`src/rtl/phase_sequencer_if.sv`:
```
// Phase bus between the battle-phase sequencer and its phase responders.
// The sequencer (master) drives the phase code, turn index and phase-start
// strobe; each responder (slave) answers on its own busy/finished pair.
interface phase_sequencer_if;

    // Sequencer -> responders
    logic [3:0] state_out;
    logic [3:0] turn_out;
    logic       phase_start_out;

    // Menu responder handshake
    logic       menu_busy_in;
    logic       menu_finished_in;

    // Player-attack responder handshake
    logic       attack_busy_in;
    logic       attack_finished_in;

    // Enemy responder handshake
    logic       enemy_busy_in;
    logic       enemy_finished_in;

    modport master (
        output state_out,
        output turn_out,
        output phase_start_out,
        input  menu_busy_in,
        input  menu_finished_in,
        input  attack_busy_in,
        input  attack_finished_in,
        input  enemy_busy_in,
        input  enemy_finished_in
    );

    modport slave (
        input  state_out,
        input  turn_out,
        input  phase_start_out,
        output menu_busy_in,
        output menu_finished_in,
        output attack_busy_in,
        output attack_finished_in,
        output enemy_busy_in,
        output enemy_finished_in
    );

endinterface

```
`src/rtl/phase_sequencer.sv`:
```
// Battle-phase sequencer.
// Walks the battle through MENU -> ATTACK -> ENEMY phases with a short GAP
// between every pair of phases so each responder always sees the phase bus
// change. Each phase ends on the responder's finished pulse or on one of two
// watchdogs (busy never acknowledged, or phase overran). At each phase end the
// HP inputs decide whether the game continues, is won, or is lost.
module phase_sequencer #(
    parameter int          MAX_TURN      = 10,
    parameter int          GAP_CYCLES    = 4,
    parameter int          ACK_TIMEOUT   = 1024,
    parameter int unsigned PHASE_TIMEOUT = 32'd650000000
) (
    input  logic              clk,
    input  logic              rst,
    input  logic              start_in,
    input  logic [1:0]        menu_choice_in,
    input  logic [7:0]        player_hp_in,
    input  logic [7:0]        enemy_hp_in,
    phase_sequencer_if.master bus,
    output logic              timeout_out,
    output logic              game_over_out
);

    // Phase codes as seen by the responders on the shared bus.
    typedef enum logic [3:0] {
        ST_INIT   = 4'b1010,
        ST_GAP    = 4'b0000,
        ST_MENU   = 4'b0001,
        ST_ATTACK = 4'b0010,
        ST_ENEMY  = 4'b1000,
        ST_WIN    = 4'b1100,
        ST_LOSE   = 4'b1110
    } state_e;

    // Counter widths and terminal values.
    localparam int GAP_W = (GAP_CYCLES > 1) ? $clog2(GAP_CYCLES) : 1;
    localparam int ACK_W = $clog2(ACK_TIMEOUT + 1);

    localparam logic [GAP_W-1:0] GAP_LAST     = GAP_W'(GAP_CYCLES - 1);
    localparam logic [ACK_W-1:0] ACK_LIMIT    = ACK_W'(ACK_TIMEOUT);
    localparam logic [31:0]      PHASE_LIMIT  = 32'(PHASE_TIMEOUT);
    localparam logic [3:0]       TURN_LAST    = 4'(MAX_TURN - 1);
    localparam logic [1:0]       CHOICE_MERCY = 2'b01;

    // Architectural state
    state_e           r_state;
    state_e           r_pending;     // phase to enter when the GAP expires
    logic [3:0]       r_turn;
    logic             r_phase_start;
    logic [GAP_W-1:0] r_gap_cnt;
    logic [ACK_W-1:0] r_ack_cnt;
    logic [31:0]      r_phase_cnt;
    logic             r_busy_seen;

    // Next-state and decode nets
    state_e           w_next_state;
    state_e           w_next_pending;
    logic [3:0]       w_next_turn;
    logic             w_in_phase;
    logic             w_busy;
    logic             w_finished;
    logic             w_ack_expired;
    logic             w_phase_expired;
    logic             w_phase_end;
    logic             w_timeout;
    logic             w_stay_phase;
    logic             w_stay_gap;

    assign w_in_phase = (r_state == ST_MENU) ||
                        (r_state == ST_ATTACK) ||
                        (r_state == ST_ENEMY);

    // Select the handshake pair belonging to the current phase; all other
    // pairs, and every pair outside a phase, are ignored.
    always_comb begin
        // NOTE: every output of a combinational block gets a default first so
        // no path through the case can leave it unassigned and infer a latch.
        w_busy     = 1'b0;
        w_finished = 1'b0;
        case (r_state)
            ST_MENU: begin
                w_busy     = bus.menu_busy_in;
                w_finished = bus.menu_finished_in;
            end
            ST_ATTACK: begin
                w_busy     = bus.attack_busy_in;
                w_finished = bus.attack_finished_in;
            end
            ST_ENEMY: begin
                w_busy     = bus.enemy_busy_in;
                w_finished = bus.enemy_finished_in;
            end
            default: ;
        endcase
    end

    // Watchdogs. A busy arriving on the very cycle the ack counter hits its
    // limit still counts as an acknowledge.
    assign w_ack_expired   = !(r_busy_seen || w_busy) && (r_ack_cnt == ACK_LIMIT);
    assign w_phase_expired = (r_phase_cnt == PHASE_LIMIT);

    // A finished pulse always wins over a watchdog firing on the same cycle.
    assign w_phase_end = w_in_phase && (w_finished || w_ack_expired || w_phase_expired);
    assign w_timeout   = w_in_phase && !w_finished && (w_ack_expired || w_phase_expired);

    // Phase sequencing: next state, pending phase and turn index.
    always_comb begin
        w_next_state   = r_state;
        w_next_pending = r_pending;
        w_next_turn    = r_turn;
        case (r_state)
            ST_INIT: begin
                if (start_in) begin
                    w_next_state   = ST_GAP;
                    w_next_pending = ST_MENU;
                end
            end
            ST_GAP: begin
                if (r_gap_cnt == GAP_LAST) begin
                    w_next_state = r_pending;
                end
            end
            ST_MENU, ST_ATTACK, ST_ENEMY: begin
                if (w_phase_end) begin
                    // HP is judged on the ending cycle; a dead player loses
                    // even if the enemy died in the same exchange.
                    if (player_hp_in == 8'd0) begin
                        w_next_state = ST_LOSE;
                    end else if ((r_state == ST_ATTACK) && (enemy_hp_in == 8'd0)) begin
                        w_next_state = ST_WIN;
                    end else begin
                        w_next_state = ST_GAP;
                        case (r_state)
                            ST_MENU: begin
                                // Only 01 is MERCY; 00 and 1x both fight.
                                w_next_pending = (menu_choice_in == CHOICE_MERCY) ?
                                                 ST_ENEMY : ST_ATTACK;
                            end
                            ST_ATTACK: begin
                                w_next_pending = ST_ENEMY;
                            end
                            default: begin
                                // End of the enemy phase closes the turn.
                                w_next_pending = ST_MENU;
                                w_next_turn    = (r_turn == TURN_LAST) ? 4'd0 : r_turn + 4'd1;
                            end
                        endcase
                    end
                end
            end
            ST_WIN, ST_LOSE: begin
                if (start_in) begin
                    w_next_state = ST_INIT;
                    w_next_turn  = 4'd0;
                end
            end
            default: begin
                w_next_state = ST_INIT;
            end
        endcase
    end

    // State, pending phase, turn and phase-start strobe registers.
    always_ff @(posedge clk or negedge rst) begin
        if (!rst) begin
            r_state       <= ST_INIT;
            r_pending     <= ST_MENU;
            r_turn        <= 4'd0;
            r_phase_start <= 1'b0;
        end else begin
            // NOTE: sequential state uses non-blocking assignments so every
            // register samples the pre-edge values of its peers.
            r_state       <= w_next_state;
            r_pending     <= w_next_pending;
            r_turn        <= w_next_turn;
            // GAP only ever exits into a phase, so leaving GAP is phase entry.
            r_phase_start <= (r_state == ST_GAP) && (w_next_state != ST_GAP);
        end
    end

    // The counters run only while the FSM stays where it is; any transition
    // clears them, so the first cycle of a phase or GAP always sees zero.
    assign w_stay_phase = w_in_phase && (w_next_state == r_state);
    assign w_stay_gap   = (r_state == ST_GAP) && (w_next_state == ST_GAP);

    // GAP dwell counter.
    always_ff @(posedge clk or negedge rst) begin
        if (!rst) begin
            r_gap_cnt <= '0;
        end else if (w_stay_gap) begin
            r_gap_cnt <= r_gap_cnt + GAP_W'(1);
        end else begin
            r_gap_cnt <= '0;
        end
    end

    // Ack and phase watchdog counters plus the busy-seen flag.
    always_ff @(posedge clk or negedge rst) begin
        if (!rst) begin
            r_ack_cnt   <= '0;
            r_phase_cnt <= '0;
            r_busy_seen <= 1'b0;
        end else if (w_stay_phase) begin
            // Once busy has been seen the ack counter is ignored, so it is
            // free to wrap during a long phase.
            r_ack_cnt   <= r_ack_cnt + ACK_W'(1);
            r_phase_cnt <= r_phase_cnt + 32'd1;
            r_busy_seen <= r_busy_seen | w_busy;
        end else begin
            r_ack_cnt   <= '0;
            r_phase_cnt <= '0;
            r_busy_seen <= 1'b0;
        end
    end

    // Outputs. timeout_out is asserted on the phase's final cycle, the same
    // cycle whose edge moves the bus out of the phase.
    assign bus.state_out       = r_state;
    assign bus.turn_out        = r_turn;
    assign bus.phase_start_out = r_phase_start;
    assign timeout_out         = w_timeout;
    assign game_over_out       = (r_state == ST_WIN) || (r_state == ST_LOSE);

endmodule

```
`src/flat_wrapper.sv`:
```
// flat-port wrapper written by rule: the top's interface ports become plain ports
module phase_sequencer_flat 
#(
    parameter int          MAX_TURN      = 10,
    parameter int          GAP_CYCLES    = 4,
    parameter int          ACK_TIMEOUT   = 1024,
    parameter int unsigned PHASE_TIMEOUT = 32'd650000000
)
  (clk, rst, start_in, menu_choice_in, player_hp_in, enemy_hp_in, timeout_out, game_over_out, bus_state_out, bus_turn_out, bus_phase_start_out, bus_menu_busy_in, bus_menu_finished_in, bus_attack_busy_in, bus_attack_finished_in, bus_enemy_busy_in, bus_enemy_finished_in);
  phase_sequencer_if bus_i ();
  input  logic clk;
  input  logic rst;
  input  logic start_in;
  input  logic [1:0] menu_choice_in;
  input  logic [7:0] player_hp_in;
  input  logic [7:0] enemy_hp_in;
  output logic timeout_out;
  output logic game_over_out;
  output wire logic [$bits(bus_i.state_out)-1:0] bus_state_out;
  output wire logic [$bits(bus_i.turn_out)-1:0] bus_turn_out;
  output wire logic [$bits(bus_i.phase_start_out)-1:0] bus_phase_start_out;
  input wire logic [$bits(bus_i.menu_busy_in)-1:0] bus_menu_busy_in;
  input wire logic [$bits(bus_i.menu_finished_in)-1:0] bus_menu_finished_in;
  input wire logic [$bits(bus_i.attack_busy_in)-1:0] bus_attack_busy_in;
  input wire logic [$bits(bus_i.attack_finished_in)-1:0] bus_attack_finished_in;
  input wire logic [$bits(bus_i.enemy_busy_in)-1:0] bus_enemy_busy_in;
  input wire logic [$bits(bus_i.enemy_finished_in)-1:0] bus_enemy_finished_in;
  assign bus_state_out = bus_i.state_out;
  assign bus_turn_out = bus_i.turn_out;
  assign bus_phase_start_out = bus_i.phase_start_out;
  assign bus_i.menu_busy_in = bus_menu_busy_in;
  assign bus_i.menu_finished_in = bus_menu_finished_in;
  assign bus_i.attack_busy_in = bus_attack_busy_in;
  assign bus_i.attack_finished_in = bus_attack_finished_in;
  assign bus_i.enemy_busy_in = bus_enemy_busy_in;
  assign bus_i.enemy_finished_in = bus_enemy_finished_in;
  phase_sequencer #(.MAX_TURN(MAX_TURN), .GAP_CYCLES(GAP_CYCLES), .ACK_TIMEOUT(ACK_TIMEOUT), .PHASE_TIMEOUT(PHASE_TIMEOUT)) u_core (.clk(clk), .rst(rst), .start_in(start_in), .menu_choice_in(menu_choice_in), .player_hp_in(player_hp_in), .enemy_hp_in(enemy_hp_in), .bus(bus_i), .timeout_out(timeout_out), .game_over_out(game_over_out));
endmodule
```
`config.mk`:
```
export PLATFORM = sky130hd
export DESIGN_NAME = phase_sequencer_flat
export DESIGN_NICKNAME = d
export VERILOG_FILES = /design/src/rtl/phase_sequencer_if.sv /design/src/rtl/phase_sequencer.sv /design/src/flat_wrapper.sv
export SDC_FILE = /design/constraint.sdc
export NUM_CORES = 1
export LEC_CHECK = 0
export CAP_MARGIN = 20
export CORE_AREA = 2 2 97 90
export CTS_CLUSTER_SIZE = 25
export DETAILED_ROUTE_END_ITERATION = 8
export DIE_AREA = 0 0 99 92
export PLACE_DENSITY = 0.55
export SETUP_SLACK_MARGIN = 0.15
export SYNTH_ARGS = -nofsm -noshare
export SYNTH_HDL_FRONTEND = slang
export SYNTH_SLANG_ARGS = --single-unit
```
`constraint.sdc`:
```
create_clock -name clk -period 6.6 [get_ports clk]
set_input_delay 1.32 -clock clk [delete_from_list [all_inputs] [get_ports clk]]
set_output_delay 1.32 -clock clk [all_outputs]
set_load 0.02 [all_outputs]
```
==> Word level (Yosys, flattened, before mapping) <==
Cells that the tools add are included.
{ "op_classes": {"bitwise_logic": 1, "n_eq_ne": 18, "add_sub_neg": 4, "n_reduce_logical": 29, "mux": 27} }
{ "ops": {"columns": ["cell", "count"], "rows": [
  ["two-way mux 4 bit", 17],
  ["adder 32 x 1 -> 32 bit (second input constant)", 1],
  ["equality test 32 x 30 -> 1 bit (second input constant)", 1],
  ["two-way mux 32 bit", 1],
  ["one-hot mux 4 bit (2 select lines)", 3],
  ["equality test 4 bit (second input constant)", 5],
  ["logical NOT 8 bit", 2],
  ["one-hot mux 4 bit (4 select lines)", 1],
  ["adder 11 x 1 -> 11 bit (second input constant)", 1],
  ["equality test 11 bit (second input constant)", 1],
  ["two-way mux 11 bit", 1],
  ["inequality test 2 bit (second input constant)", 5],
  ["logical AND 1 bit", 8],
  ["logical NOT 4 bit", 2],
  ["logical OR 1 bit", 7],
  ["one-hot mux 1 bit (3 select lines)", 2],
  ["AND reduction 6 bit", 1],
  ["AND reduction 5 bit", 1],
  ["adder 4 x 1 -> 4 bit (second input constant)", 1],
  ["equality test 4 x 1 -> 1 bit (second input constant)", 1],
  ["equality test 4 x 2 -> 1 bit (second input constant)", 1],
  ["equality test 4 bit", 1],
  ["nonzero test 2 bit", 2],
  ["nonzero test 4 bit", 1],
  ["10 further kinds", 12]
]} }
{ "word_totals": {"wordCells": 87, "reg_bits": 59, "output_inout_bits": 11, "input_bits": 27} }

==> Logic depth before layout (Yosys ltp) <==
Gate-level depths: netlist of run 1.
{ "depth": {"word_depth": 13, "depth_mapped": 10, "depth_no_buf": 9} }

==> Worst setup path before layout of run 1 <==
Ideal clock, no wire load.
{ "synth_path": {"path_kind": "input -> output", "startpoint": "input bus_attack_busy_in", "endpoint": "output timeout_out", "arrival_ps": 2527, "path_slack_ps": 2753, "cell_stages": 4, "path_buffers": 0, "required_ps": 5280, "path_cell_list": "a22o_1 -> a211o_1 -> and2_4 -> nor3b_1"} }
{ "synth_between": {"elab_chain_cells": 6} }
{ "synth_lines": {"columns": ["item", "line_no", "source"], "rows": [
  ["from (decl)", "flat_wrapper.sv:24", "input wire logic [$bits(bus_i.attack_busy_in)-1:0] bus_attack_busy_in;"],
  ["one-hot mux 1 bit (3 select lines)", "phase_sequencer.sv:80", "case (r_state)"],
  ["logical OR 1 bit", "phase_sequencer.sv:99", "assign w_ack_expired = !(r_busy_seen || w_busy) && (r_ack_cnt == ACK_LIMIT);"],
  ["logical NOT 1 bit", "phase_sequencer.sv:99", null],
  ["logical AND 1 bit", "phase_sequencer.sv:99", null],
  ["logical OR 1 bit", "phase_sequencer.sv:104", "assign w_timeout = w_in_phase && !w_finished && (w_ack_expired || w_phase_expired);"],
  ["logical AND 1 bit", "phase_sequencer.sv:104", null],
  ["to (decl)", "flat_wrapper.sv:17", "output logic timeout_out;"]
]} }
Every way passes these cells.

==> Worst setup path after layout of run 1 <==
Ends and elaborated chain as after synthesis.

==> results.py, run 1 <==
metrics = {
    "run_status": {
        "status": "finished clean",
    },
    "yosys": {
        "ys_types": 54,
        "synth_seq_cells": 58,
        "avgSynthCellArea_sq_um": 9.45,
        "seq_area_frac_synth_pct": 46.0,
        "synth_cells": 335,
        "yosysWarnings": 0,
        "synth.cell_area_sq_mm": 0.00317,
        "ys_async_sr_fraction_pct": 100,
        "syn_nets": 369,
        "synth_edf_count": 0,
        "synthFlopType": "dfrtp_1",
    },
    "clocking": {
        "cts_tree": "built",
        "cts_resized": 0,
        "clkSlewWorstSetupHoldPaths_ps": 60,
        "cts_setup_buffers": 0,
        "clkLatencyLatePin_ps": 330,
        "clock-sinks": 58,
        "cts_buffer_depth": 2,
        "postCtsHoldBufs": 0,
        "cts-root-buf": "clkbuf_8",
        "htreeDepth": 3,
        "numCtsBuffers": 9,
    },
    "drt": {
        "drc_errors": 0,
        "avgViaCountPerCell": 5.11,
        "num_vias": 2458,
        "wire_per_inst_um": 13.9,
        "drtPass1Iterations": 4,
        "wl_met1_mm": 3.35,
        "wl_met3_um": 335,
        "top_layer": "met4",
        "dr_wl_met2_mm": 2.86,
        "initialDrtViolationCount": 159,
        "totalWireLength_mm": 6.67,
        "detail-route-antenna-nets": 0,
    },
    "power": {
        "power_density_mw_per_mm2": 309,
        "p_total_uw": 1190,
        "leakagePower_uw": 0.00156,
        "irDropWorstVdd_mv": 0.174,
    },
    "worst_hold_path": {
        "worstHoldPathType": "reg -> reg",
    },
    "worst_setup_path": {
        "end_kind": "output pin",
        "cp.required_ps": 5280,
        "cp.arrival_ps": 3280,
        "worstPathMaxFanout": 5,
        "cp-start-kind": "input pin",
        "r2r_slack_ps": 3800,
        "criticalPathCategory": "in -> out",
    },
    "sta": {
        "fin_hold_ws_ps": 450,
        "fmaxAchievable_ghz": 0.217,
        "finalSetupTns_ps": 0,
        "fin_skew_ps": 9.29,
        "hold_viol_final": 0,
        "final_max_slew_viol_count": 0,
        "fin_crit_ps": 4600,
        "relSlewSlack_pct": 50.3,
        "fin_crit_sh_pct": 69.7,
        "grt_setup_unrepaired": "no",
        "setup_viol": 0,
        "tightest_slew_ps": 745,
    },
    "cells_and_area": {
        "insertedDiodeCount": 0,
        "syn2layout_area_growth_pct": 21.2,
        "final_cell_mix": "62 x nor2_1, 55 x dfrtp_1, 36 x clkdlybuf4s50_1, 25 x xor2_1, 24 x nand3_1",
        "drive_above_1_share_pct": 7.65,
        "nets": 409,
        "stdcell_count": 481,
        "finalInstanceArea_sq_mm": 0.00384,
        "final_common_cell": "nor2_1",
    },
    "die": {
        "coreArea_sq_mm": 0.00821,
        "row_count": 32,
        "initial_utilization_pct": 38.6,
        "die_h_um": 92,
        "io_pins": 38,
        "die_w_um": 99,
        "dieArea_sq_mm": 0.00911,
    },
    "placement": {
        "numPlacedInstances": 466,
        "place.gp.congestion": 0.897,
        "hpwl_mm": 4.65,
        "io_buffers": 37,
        "postPlaceCellArea_sq_mm": 0.00363,
    },
    "grt": {
        "grt_use_total_pct": 15.8,
        "grt_overflow": 0,
        "grt_pass1_vias": 2382,
        "grt_pass1_wl_mm": 11.5,
        "grt_antenna_before_repair": 0,
        "grt_max_degree": 59,
    },
    "job": {
        "cap_viol_max_count": 0,
    },
}
worst max-delay path, cell delays in order:
cell,delay (ps)
clkdlybuf4s50_1,400
a22o_1,220
a211o_1,350
and2_4,160
nor3b_1,180
clkdlybuf4s50_1,640
power by group:
part	switching [uW]	internal [uW]	total (uW)
Combinational	246	159	405
Sequential	48.7	400	448
Clock	131	203	334
cell families after synthesis:
| family | after synthesis | synth area share, % |
|---|---|---|
| AO/OA/AOI/OAI | 29 | 6.21 |
| XOR/XNOR | 40 | 11.1 |
| adder cells (fa/ha/maj) | 7 | 2.77 |
| buffers and inverters | 27 | 3.28 |
| flip-flops | 58 | 46.0 |
| multiplexers | 4 | 1.34 |
| AND/OR/NAND/NOR | 170 | 29.4 |
state kept, by name, indices dropped and copies added (netlist names):
signal / flops
u_core.bus.phase_start_out: 1
u_core.bus.turn_out: 4
u_core.r_ack_cnt: 11
u_core.r_gap_cnt: 2
u_core.r_phase_cnt: 32
u_core.r_pending: 3
u_core.bus.state_out: 4
u_core.r_busy_seen: 1
Yosys cell counts, types with 3 or more instances:
| cell type | instances | area, sq um |
|---|---|---|
| nand2b_1 | 3 | 18.8 |
| o21ai_1 | 3 | 15.0 |
| nand3b_1 | 3 | 22.5 |
| and4_1 | 3 | 26.3 |
| nand2_1 | 16 | 60.1 |
| nor2_1 | 62 | 233 |
| nand3_1 | 24 | 120 |
| or3_1 | 3 | 18.8 |
| clkbuf_1 | 7 | 26.3 |
| and3_1 | 5 | 31.3 |
| xnor2_1 | 15 | 131 |
| nor4_1 | 5 | 31.3 |
| nor2b_1 | 8 | 50.1 |
| nor4b_2 | 4 | 60.1 |
| inv_1 | 16 | 60.1 |
| nor3b_1 | 3 | 22.5 |
| nand4_1 | 9 | 56.3 |
| a21oi_1 | 5 | 25.0 |
| ha_1 | 7 | 87.6 |
| xor2_1 | 25 | 219 |
| nor3_1 | 8 | 40.0 |
| dfrtp_1 | 55 | 1380 |
| o21ai_0 | 4 | 20.0 |
| dfstp_2 | 3 | 78.8 |
path summary, 6_finish.rpt:
kind,depth (start not counted),endpoint,start
worst max-delay path,6,timeout_out,bus_attack_busy_in
worst min-delay path,1,u_core.r_gap_cnt[0],u_core.r_gap_cnt[0]
worst max register to register,9,u_core.bus.turn_out[0],u_core.r_phase_cnt[0]
worst min register to register,1,u_core.r_gap_cnt[0],u_core.r_gap_cnt[0]
max in group asynchronous,2,u_core.r_phase_cnt[26],rst
min in group asynchronous,2,u_core.r_phase_cnt[16],rst
metrics by stage:
step           utilization [%]  setup WS [ps]
5_1_grt                   46.8           1910
4_1_cts                   46.8           1990
3_5_place_dp              44.3           2010
2_1_floorplan                -           2750
6_report                  46.8           2000
3_3_place_gp              44.3           2020
layout make-up:
cell class	count	area, sq um
clock buffers	13	169
flip-flops and latches	58	1460
repair buffers	39	380
inverters	17	63.8
clock inverters	2	35.0
multi-input cells	250	1610
well taps	102	128
fillers	812	4370
routing by layer:
layer	global-route usage, %	vias up
met5	0	-
met4	5.02	0
met3	5.49	11
met2	23.4	51
met1	21.8	1163
li1	-	1233
No activity file was read; power rests on OpenSTA's default activity.
==> run 2: changes to the inputs <==
Clock period 6.6 ns to 4.35 ns, I/O delays scaled along.
==> run 2 against run 1 <==
  * Routed wire length rose by 1.3%
  * First-iteration DRC count fell by 19%
  * Clock skew barely moved
  * Flip-flop and latch count did not move
  * Total power rose by 61%
  * Critical path depth rose by 2
==> results.py, run 2 (synthesis results as in run 1) <==
metrics = {
    "worst_setup_path": {
        "end_kind": "output pin",
        "cp-start-kind": "flop",
        "criticalPathCategory": "reg -> out",
        "cp.arrival_ps": 2950,
        "ff2ff_path_depth": 9,
        "worstPathMaxFanout": 5,
        "r2r_slack_ps": 1460,
        "cp.required_ps": 3480,
    },
    "drt": {
        "detail-route-antenna-nets": 0,
        "initialDrtViolationCount": 129,
        "drtPass1Iterations": 4,
        "drc_errors": 0,
        "wire_per_inst_um": 13.9,
        "totalWireLength_mm": 6.75,
        "avgViaCountPerCell": 5.13,
        "num_vias": 2488,
    },
    "sta": {
        "setup_viol": 0,
        "relSlewSlack_pct": 51.0,
        "fin_crit_ps": 3820,
        "grt_setup_unrepaired": "no",
        "fin_skew_ps": 9.05,
        "final_max_slew_viol_count": 0,
        "fmaxAchievable_ghz": 0.262,
        "finalSetupTns_ps": 0,
        "hold_viol_final": 0,
        "fin_crit_sh_pct": 87.9,
        "finalWorstSetupSlack_ps": 526,
        "fin_hold_ws_ps": 444,
        "tightest_slew_ps": 729,
    },
    "clocking": {
        "cts_setup_buffers": 0,
        "clock-sinks": 58,
        "cts_resized": 0,
        "cts_tree": "built",
        "cts_buffer_depth": 2,
        "clkSlewWorstSetupHoldPaths_ps": 70,
        "postCtsHoldBufs": 0,
        "numCtsBuffers": 9,
        "htreeDepth": 3,
        "clkLatencyLatePin_ps": 340,
        "cts-root-buf": "clkbuf_8",
    },
    "worst_hold_path": {
        "hold-path-cell-count": 1,
        "worstHoldPathType": "reg -> reg",
    },
    "placement": {
        "place.gp.congestion": 0.788,
        "place_ws_ps": 668,
        "io_buffers": 37,
        "hpwl_mm": 4.73,
    },
    "run_status": {
        "status": "finished clean",
    },
    "cells_and_area": {
        "drive_above_1_share_pct": 8.88,
        "nets": 412,
        "insertedDiodeCount": 0,
        "largest_reg_flops": 32,
        "syn2layout_area_growth_pct": 23.4,
        "final_common_cell": "nor2_1",
        "final_cell_mix": "62 x nor2_1, 55 x dfrtp_1, 36 x clkdlybuf4s50_1, 25 x xor2_1, 24 x nand3_1",
        "fill_cells": 747,
        "final_core_util_pct": 47.6,
        "regMostFlops": "u_core.r_phase_cnt",
        "largestRegisters": "u_core.r_phase_cnt (32), u_core.r_ack_cnt (11)",
    },
    "die": {
        "die_w_um": 99,
        "initial_utilization_pct": 38.6,
        "io_pins": 38,
        "dieArea_sq_mm": 0.00911,
        "die_h_um": 92,
        "row_count": 32,
        "coreArea_sq_mm": 0.00821,
    },
    "power": {
        "p_total_uw": 1910,
        "leakagePower_uw": 0.00160,
        "power_density_mw_per_mm2": 489,
        "irDropWorstVdd_mv": 0.239,
    },
    "grt": {
        "grt_use_total_pct": 16.2,
        "grt_antenna_before_repair": 0,
        "grt_max_degree": 44,
        "grt_pass1_vias": 2418,
        "grt_pass1_wl_mm": 11.7,
        "grt_overflow": 0,
    },
    "job": {
        "cap_viol_max_count": 0,
    },
}
[run 2: cell count changes in the layout (fill, tap and decap cells not counted)]
cell,delta
bufinv_16,+1
clkinvlp_4,+1
buf_12,+1
clkbuf_1,-1
buf_4,+2
[run 2: layout make-up]
type / instances / area, sq um / area share [%]
Clock buffer: 12 / 165 / 4.23
Clock inverter: 4 / 72.6 / 1.86
Inverter: 17 / 63.8 / 1.63
Multi-Input combinational cell: 250 / 1610 / 41.1
Sequential cell: 58 / 1460 / 37.3
Tap cell: 102 / 128 / 3.27
Timing Repair Buffer: 42 / 415 / 10.6
[run 2: metal layers]
metal  routed length (um)  up-vias  global-route usage, %  share of wire [%]
met5                    0        -                      0                  0
met4                  100        0                   5.94                1.5
met3                  368        8                   4.73                5.4
met2                 2810       56                   22.4                 42
met1                 3480     1179                   23.7                 51
li1                     -     1245                      -                  -
[run 2: worst max-delay path, stage by stage (launching register included)]
cell	delay, ps
dfrtp_1	420
inv_1	80
ha_1	150
nor4b_2	240
nand4_1	150
or4_4	590
and2_4	180
nor3b_1	160
clkdlybuf4s50_1	640
[run 2: worst paths after layout]
| path | from | end |
|---|---|---|
| setup reg to reg | u_core.r_phase_cnt[0] | u_core.bus.turn_out[0] |
| max in group asynchronous | rst | u_core.bus.state_out[3] |
| min in group asynchronous | rst | u_core.r_phase_cnt[14] |
| setup / recovery | u_core.r_phase_cnt[0] | timeout_out |
| hold reg to reg | u_core.r_gap_cnt[0] | u_core.r_gap_cnt[0] |
| hold / removal | u_core.r_gap_cnt[0] | u_core.r_gap_cnt[0] |
[run 2: metrics by stage]
step	instance area [sq um]	cells
finish	3910	485
global route	3910	485
CTS	3890	484
detailed placement	3650	468
global placement	3650	468
floorplan	3170	335
[run 2: where the power goes]
part           switching (uW)  internal (uW)
logic                     390            261
registers                62.6            606
clock network             222            368
total                     675           1240
